**src/rtl/instruction_fetch_unit.sv**
```systemverilog
// Fetch stage for the 16-bit MIPS core: owns the fetch PC, issues one word read
// at a time to instruction memory and queues the returned words in a small
// prefetch FIFO that feeds decode over a valid/ready handshake.
//
// state | meaning
// IDLE  | no read outstanding; issues the next read when the FIFO has room
// REQ   | read to fpc outstanding; data is pushed when it is acknowledged
// FLUSH | read outstanding but a jump arrived; its data is discarded
module instruction_fetch_unit #(
    parameter int unsigned DEPTH    = 4,
    parameter logic [15:0] RESET_PC = 16'h0000,
    parameter logic [15:0] PC_STEP  = 16'd2,
    parameter logic [15:0] PC_WRAP  = 16'd30,
    localparam int unsigned AW      = $clog2(DEPTH),
    localparam int unsigned CW      = AW + 1
) (
    input  logic          clk,
    input  logic          rst,
    output logic          imem_req,
    output logic [15:0]   imem_addr,
    input  logic          imem_ack,
    input  logic [15:0]   imem_rdata,
    output logic          inst_valid,
    input  logic          inst_ready,
    output logic [15:0]   inst_out,
    output logic [15:0]   inst_pc,
    input  logic          jump,
    input  logic [15:0]   jump_address,
    output logic [CW-1:0] fifo_count
);

    typedef enum logic [1:0] {
        IDLE  = 2'd0,
        REQ   = 2'd1,
        FLUSH = 2'd2
    } state_t;

    state_t        state;
    logic [15:0]   fifo_pc   [DEPTH];
    logic [15:0]   fifo_inst [DEPTH];
    logic [AW-1:0] rd_ptr;
    logic [AW-1:0] wr_ptr;
    logic [CW-1:0] count;
    logic [CW-1:0] count_after_pop;
    logic [15:0]   fpc;
    logic [15:0]   fpc_next;
    logic [15:0]   jump_target;
    logic          pop;
    logic          push;
    logic          has_room;

    assign inst_valid      = (count != '0);
    assign pop             = inst_valid && inst_ready;
    // A jump in the ack cycle makes the returned word stale, so it is dropped.
    assign push            = (state == REQ) && imem_ack && !jump;
    assign count_after_pop = count - CW'(pop);
    assign has_room        = (count_after_pop < CW'(DEPTH));
    assign fpc_next        = (fpc >= PC_WRAP) ? RESET_PC : fpc + PC_STEP;
    assign jump_target     = jump_address & 16'hFFFE;
    assign inst_out        = inst_valid ? fifo_inst[rd_ptr] : 16'h0000;
    assign inst_pc         = inst_valid ? fifo_pc[rd_ptr]   : 16'h0000;
    assign fifo_count      = count;

    // FIFO storage; contents need no reset because occupancy gates visibility.
    always_ff @(posedge clk) begin
        if (push) begin
            fifo_pc[wr_ptr]   <= fpc;
            fifo_inst[wr_ptr] <= imem_rdata;
        end
    end

    // FIFO pointers and occupancy; a jump empties the queue over any push/pop.
    always_ff @(posedge clk) begin
        if (rst) begin
            rd_ptr <= '0;
            wr_ptr <= '0;
            count  <= '0;
        end else if (jump) begin
            rd_ptr <= '0;
            wr_ptr <= '0;
            count  <= '0;
        end else begin
            if (push) wr_ptr <= wr_ptr + AW'(1);
            if (pop)  rd_ptr <= rd_ptr + AW'(1);
            count <= count + CW'(push) - CW'(pop);
        end
    end

    // Fetch PC: redirected by jump, otherwise advanced only by a kept word.
    always_ff @(posedge clk) begin
        if (rst) begin
            fpc <= RESET_PC;
        end else if (jump) begin
            fpc <= jump_target;
        end else if (push) begin
            fpc <= fpc_next;
        end
    end

    // Request FSM with registered imem_req/imem_addr.
    always_ff @(posedge clk) begin
        if (rst) begin
            state     <= IDLE;
            imem_req  <= 1'b0;
            imem_addr <= RESET_PC;
        end else begin
            case (state)
                IDLE: begin
                    if (!jump && has_room) begin
                        state     <= REQ;
                        imem_req  <= 1'b1;
                        imem_addr <= fpc;
                    end
                end
                REQ: begin
                    if (imem_ack) begin
                        state    <= IDLE;
                        imem_req <= 1'b0;
                    end else if (jump) begin
                        state <= FLUSH;
                    end
                end
                FLUSH: begin
                    if (imem_ack) begin
                        state    <= IDLE;
                        imem_req <= 1'b0;
                    end
                end
                default: begin
                    state    <= IDLE;
                    imem_req <= 1'b0;
                end
            endcase
        end
    end

endmodule

```
**config.mk**
```make
export PLATFORM = sky130hd
export DESIGN_NAME = instruction_fetch_unit
export DESIGN_NICKNAME = d
export VERILOG_FILES = /design/src/rtl/instruction_fetch_unit.sv
export SDC_FILE = /design/constraint.sdc
export NUM_CORES = 1
export LEC_CHECK = 0
export ABC_AREA = 1
export CORE_UTILIZATION = 45
export DETAILED_ROUTE_END_ITERATION = 8
export GPL_TIMING_DRIVEN = 0
export PLACE_DENSITY = 0.67
export SKIP_LAST_GASP = 1
export SLEW_MARGIN = 15
export SYNTH_ARGS = -nofsm -noshare
export SYNTH_HDL_FRONTEND = slang
export SYNTH_SLANG_ARGS = --single-unit
```
**constraint.sdc**
```tcl
create_clock -name clk -period 6.37 [get_ports clk]
set_input_delay 0.9555 -clock clk [delete_from_list [all_inputs] [get_ports clk]]
set_output_delay 0.9555 -clock clk [all_outputs]
set_load 0.01 [all_outputs]
```
==> results of run 1 <==
kinds of logic after synthesis:
family	share of synthesized area, %
xor gates and xnor gates	0.377
DFF	67.7
and+or+nand+nor	14.7
buffers and inverters	4.34
adders and majority gates	2.08
AOI/OAI and AO/OA	10.7
stage by stage:
| stage | power [W] | util (%) | instances |
|---|---|---|---|
| after floorplan | 0.00136 | - | 648 |
| after global placement | 0.00144 | 53.3 | 922 |
| after detailed placement | 0.00144 | 54.1 | 926 |
| after CTS | 0.00242 | 57.8 | 958 |
| after global routing | 0.00248 | 57.8 | 958 |
| final | 0.00240 | 57.8 | 958 |
sequential cells by signal, indices dropped and copies added, names as in the netlist, named ones only:
signal / cells
state: 2
imem_req: 1
imem_addr: 16
fpc: 16
fifo_inst: 64
fifo_count: 3
rd_ptr: 2
wr_ptr: 2
fifo_pc: 64
worst max path at each step:
stage | endpoint | startpoint | slack (ns)
finish | inst_pc[0] | fifo_count[0] | 3.00
detailed placement | fifo_count[2] | imem_ack | 2.68
global route | inst_pc[0] | register | 2.87
global placement | fifo_inst[3][12] | imem_ack | 1.33
CTS | inst_pc[0] | fifo_count[0] | 3.00
floorplan | fifo_inst[0][0] | jump | 3.14
worst max-delay path: stages, from the launching register on:
cell	delay [ns]
dfxtp_1	0.35
nor3_4	0.44
clkbuf_1	0.54
a21oi_1	0.14
clkdlybuf4s50_1	0.52
layout make-up:
| type | instances | area, um^2 |
|---|---|---|
| buffer | 33 | 166 |
| sequential | 172 | 4720 |
| timing repair buffer | 90 | 956 |
| clock buffer | 28 | 483 |
| multi-input combinational | 408 | 1980 |
| fill | 1244 | 6400 |
| tap | 188 | 235 |
| clock inverter | 4 | 70.1 |
| inverter | 35 | 136 |
power by group:
part,leakage (nW),total (W),switching [W],internal [W]
Clock,0.274,0.000984,0.000389,0.000595
Sequential,1.53,0.00124,0.0000191,0.00122
Combinational,1.30,0.000179,0.000100,0.0000788
cells in the mapped netlist:
cell      number
a21oi_1       62
a21oi_2       10
buf_1          3
buf_12         1
buf_2         15
buf_4          2
clkbuf_1      12
clkinv_1       1
dfxtp_1       44
edfxtp_1     128
fa_1           1
ha_1          10
inv_1         32
inv_2          1
inv_6          1
nand2_1       78
nand2_2       11
nand3_1        4
nand3_4        1
nand4_1        6
nor2_1       148
nor2_2         3
nor3_4         1
o21ai_0       68
o21ai_1        2
xnor2_1        1
xor2_1         2
cell usage in the layout, fill, tap and decap left out, types with 3 or more instances in the layout:
| cell | n |
|---|---|
| a21oi_2 | 10 |
| o21ai_0 | 68 |
| nor2_4 | 4 |
| nand2_2 | 11 |
| ha_1 | 10 |
| buf_1 | 3 |
| nor2_2 | 3 |
| clkbuf_1 | 19 |
| clkbuf_16 | 17 |
| inv_1 | 32 |
| dfxtp_1 | 44 |
| a21oi_1 | 62 |
| nand2_1 | 78 |
| buf_12 | 3 |
| clkdlybuf4s50_1 | 86 |
| nand4_1 | 6 |
| edfxtp_1 | 128 |
| nand3_1 | 4 |
| buf_2 | 15 |
| nor2_1 | 144 |
metal layers:
layer  up-vias  routed length, um  global-route usage (%)
met5         -                  0                       0
met4         0                184                    6.52
met3        19                942                    5.48
met2       155               7570                    34.1
met1      2318               7100                    27.1
li1       2414                  -                       -
==> flow_summary.yaml, run 1 <==
placement:
  globalplace.congestion: 0.802
  place_ws_ns: 2.68
  dp_hpwl_um: 10300
  port_buffers: 86
  dpl_cell_area_um2: 8200
sta:
  fin_ws_ns: 3.00
  worst_pin_slew_ns: 0.641
  finalSetupTns_ns: 0
  max_freq_mhz: 297
  min_period_over_period_pct: 52.9
  finalClockSkew_ns: 0.00623
  timing.final.hold_violations: 0
  min_period_ns: 3.37
  rsz0062_at_grt: "no"
  finalMaxSlewViolations: 0
  timing.slew.headroom_pct: 57.3
  setup_viol: 0
  whs_ns: 0.468
clock_network:
  h-tree-depth: 4
  cts_made_buffers: 17
  postCtsHoldBufs: 0
  root_buffer: "clkbuf_16"
  clk_latency_ns: 0.42
  ctsResizeCount: 0
  cts_sinks: 172
  clk_path_buf_depth: 2
  path_clk_slew_ns: 0.05
  cts_tree: "yes"
  post_cts_buffers: 0
hold_path:
  hold_path_end: "imem_addr[7]"
  whs_path_depth: 2
  min_path_type: "reg -> reg"
  hp-start: "imem_addr[7]"
cells_and_area:
  finish.instance_area_um2: 8750
  syn_to_final_growth_pct: 25.4
  antenna_cells: 0
  drive_above_1_share_pct: 10.3
  nNetsFinal: 805
power:
  p_leak_nw: 3.11
  vdd_ir_drop_max_mv: 0.227
  power.density_nw_per_um2: 275
floorplan:
  die_h_um: 126
  boundaryPins: 90
  die_x_um: 126
  initial_core_util_pct: 46.0
  dieArea_um2: 16000
  coreArea_um2: 15100
  rows: 45
global_routing:
  grt_start_max_net_pins: 24
  grt.total_usage_pct: 20.8
  antenna_found_initial: 0
  grt_pass1_wl_um: 25400
  grt_remaining_overflow: 0
  grt_pass1_vias: 4902
setup_path:
  crit_type: "reg -> out"
  r2r_cells: 12
  cp-end-kind: "output port"
  r2r_slack_ns: 3.57
  rr_endpoint: "fifo_count[2]"
  required_ns: 5.41
  path_max_fanout: 10
  r2r_start: "state[1]"
  worstSetupStartpointType: "register"
  cp.arrival_ns: 2.41
detailed_routing:
  wl_per_cell_um: 16.5
  drc: 0
  first_pass_iters: 5
  antenna_left: 0
  via_per_inst: 5.12
  num_vias: 4906
  drt_iter0_drc: 447
  drt-total-wl_um: 15800
logic_synthesis:
  yosys-top-cells-area: "edfxtp_1, dfxtp_1, nor2_1"
  syn_nets: 696
  synth_top_area_cell: "edfxtp_1"
  netlist.area_leader.share_pct: 55.1
  syn_avg_cell_area_um2: 10.8
  seq_area_frac_synth_pct: 67.7
  synth_cell_type_count: 27
  synth_area_um2: 6970
  syn_inst: 648
  synth_warnings: 0
  yosys_register_bits: 172
job:
  maxCapViolCount: 0
run_status:
  status: "completed"
No activity file was read; power rests on OpenSTA's default activity.
==> inputs of run 2 (changes only) <==
--- a/config.mk
+++ b/config.mk
@@ -9,7 +9,7 @@
 export CORE_UTILIZATION = 45
 export DETAILED_ROUTE_END_ITERATION = 8
 export GPL_TIMING_DRIVEN = 0
-export PLACE_DENSITY = 0.67
+export PLACE_DENSITY = 0.7
 export SKIP_LAST_GASP = 1
 export SLEW_MARGIN = 15
 export SYNTH_ARGS = -nofsm -noshare
==> constraint.sdc (replaced) <==
create_clock -name clk -period 2.7 [get_ports clk]
set_input_delay 0.405 -clock clk [delete_from_list [all_inputs] [get_ports clk]]
set_output_delay 0.405 -clock clk [all_outputs]
set_load 0.01 [all_outputs]
==> flow_summary.yaml, run 2 (same netlist as run 1, synthesis figures left out) <==
run_status:
  status: "completed"
detailed_routing:
  antenna_left: 0
  wl_per_cell_um: 16.8
  num_vias: 5064
  drc: 0
  first_pass_iters: 5
  drt_iter0_drc: 451
  via_per_inst: 5.28
  drt-total-wl_um: 16200
cells_and_area:
  fin_cells: 960
  final_common_cell: "nor2_1"
  drive_above_1_share_pct: 13.1
  syn_to_final_growth_pct: 28.7
  reg.largest.list: "fifo_inst: 64 flops, fifo_pc: 64 flops"
  final_cell_mix: "nor2_1, edfxtp_1, nand2_1"
  nNetsFinal: 807
  finish.instance_area_um2: 8980
  antenna_cells: 0
clock_network:
  clk_latency_ns: 0.43
  cts_made_buffers: 17
  cts_tree: "yes"
  postCtsHoldBufs: 0
  h-tree-depth: 4
  root_buffer: "clkbuf_16"
  path_clk_slew_ns: 0.07
  cts_sinks: 172
  clk_path_buf_depth: 2
power:
  p_clk_share_pct: 45.4
  power.density_nw_per_um2: 685
  switching_share_pct: 21.5
  p_leak_nw: 3.38
  power.switching_w: 0.00132
  pwr-share-comb_pct: 7.0
  p_int_w: 0.00483
  power.total_w: 0.00615
  vdd_ir_drop_max_mv: 0.532
  p_seq_share_pct: 47.7
hold_path:
  min_path_type: "in -> reg"
  hp-start: "rst"
floorplan:
  dieArea_um2: 16000
  rows: 45
  initial_core_util_pct: 46.0
  boundaryPins: 90
  die_x_um: 126
  coreArea_um2: 15100
  die_h_um: 126
global_routing:
  grt_pass1_wl_um: 25500
  antenna_found_initial: 0
  grt.total_usage_pct: 21.1
  grt_remaining_overflow: 0
  grt_pass1_vias: 5022
  grt_start_max_net_pins: 22
sta:
  setup_viol: 0
  finalMaxSlewViolations: 0
  min_period_over_period_pct: 99.2
  rsz0062_at_grt: "yes"
  fin_ws_ns: 0.0218
  min_period_ns: 2.68
  worst_pin_slew_ns: 0.747
  timing.slew.headroom_pct: 50.1
  max_freq_mhz: 373
  finalClockSkew_ns: 0.00879
  timing.final.hold_violations: 0
placement:
  port_buffers: 86
  dp.cells: 926
  dpl_cell_area_um2: 8210
  dp_hpwl_um: 10500
  place_ws_ns: -0.462
  globalplace.congestion: 0.838
job:
  maxCapViolCount: 0
setup_path:
  r2r_start: "state[1]"
  crit_type: "reg -> out"
  rr_endpoint: "fifo_count[2]"
  worstSetupStartpointType: "register"
  cp-end-kind: "output port"
  cp.arrival_ns: 2.27
  worstSetupEndpoint: "inst_out[8]"
  r2r_slack_ns: 0.26
  r2r_cells: 12
  required_ns: 2.30
  path_max_fanout: 10
[run 2: cell type report]
| type | instances | area, um^2 |
|---|---|---|
| Buffer | 33 | 205 |
| Clock buffer | 17 | 425 |
| Clock inverter | 15 | 256 |
| Fill cell | 1223 | 6170 |
| Inverter | 35 | 140 |
| Multi-Input combinational cell | 408 | 1980 |
| Sequential cell | 172 | 4720 |
| Tap cell | 188 | 235 |
| Timing Repair Buffer | 92 | 1010 |
[run 2: worst min path at each step]
stage	endpoint	slack [ns]	depth (start not counted)
after floorplan	register	0.44	2
after global placement	rd_ptr[0]	0.45	1
after detailed placement	imem_addr[7]	0.46	2
after CTS	imem_addr[8]	0.23	2
after global routing	imem_addr[7]	0.25	2
final	imem_addr[8]	0.24	2
[run 2: per-stage QoR]
step / util, % / TNS [ns] / hold slack [ns]
after detailed placement: 54.2 / -4.92 / 0.462
after floorplan: - / -4.89 / 0.436
after CTS: 58.9 / -0.150 / 0.235
after global placement: 53.3 / -211.98 / 0.453
after global routing: 59.3 / -0.394 / 0.250
final: 59.3 / 0 / 0.243
[run 2: critical path: stages, from the launching register on]
cell	delay (ns)
dfxtp_1	0.35
clkbuf_4	0.23
clkbuf_4	0.24
nor2_1	0.07
nor2_1	0.08
o21ai_0	0.08
a21oi_1	0.21
clkdlybuf4s50_1	0.58
[run 2: what timing repair did]
| action | 4_1_cts | 5_1_grt |
|---|---|---|
| setup endpoints to repair | 29 | 30 |
| gates resized for setup | 12 | 26 |
| hold endpoints to repair | 0 | 0 |
| buffers inserted | 1 | 1 |
| pin swaps | 1 | 5 |
[run 2: power by group through the flow]
stage / logic [W] / clock network [W] / registers, W
2_1_floorplan: 0.000225 / 0 / 0.00298
3_3_place_gp: 0.000404 / 0 / 0.00298
3_5_place_dp: 0.000422 / 0 / 0.00298
4_1_cts: 0.000429 / 0.00281 / 0.00293
5_1_grt: 0.000473 / 0.00293 / 0.00293
6_report: 0.000430 / 0.00279 / 0.00293
[run 2: routing by layer]
| metal | GRT usage, % | up-vias | part of all wire [%] |
|---|---|---|---|
| met2 | 35.6 | 186 | 49 |
| met5 | 0 | - | 0 |
| met4 | 8.79 | 0 | 1.4 |
| met3 | 4.60 | 26 | 6.3 |
| met1 | 26.4 | 2425 | 43 |
| li1 | - | 2427 | - |
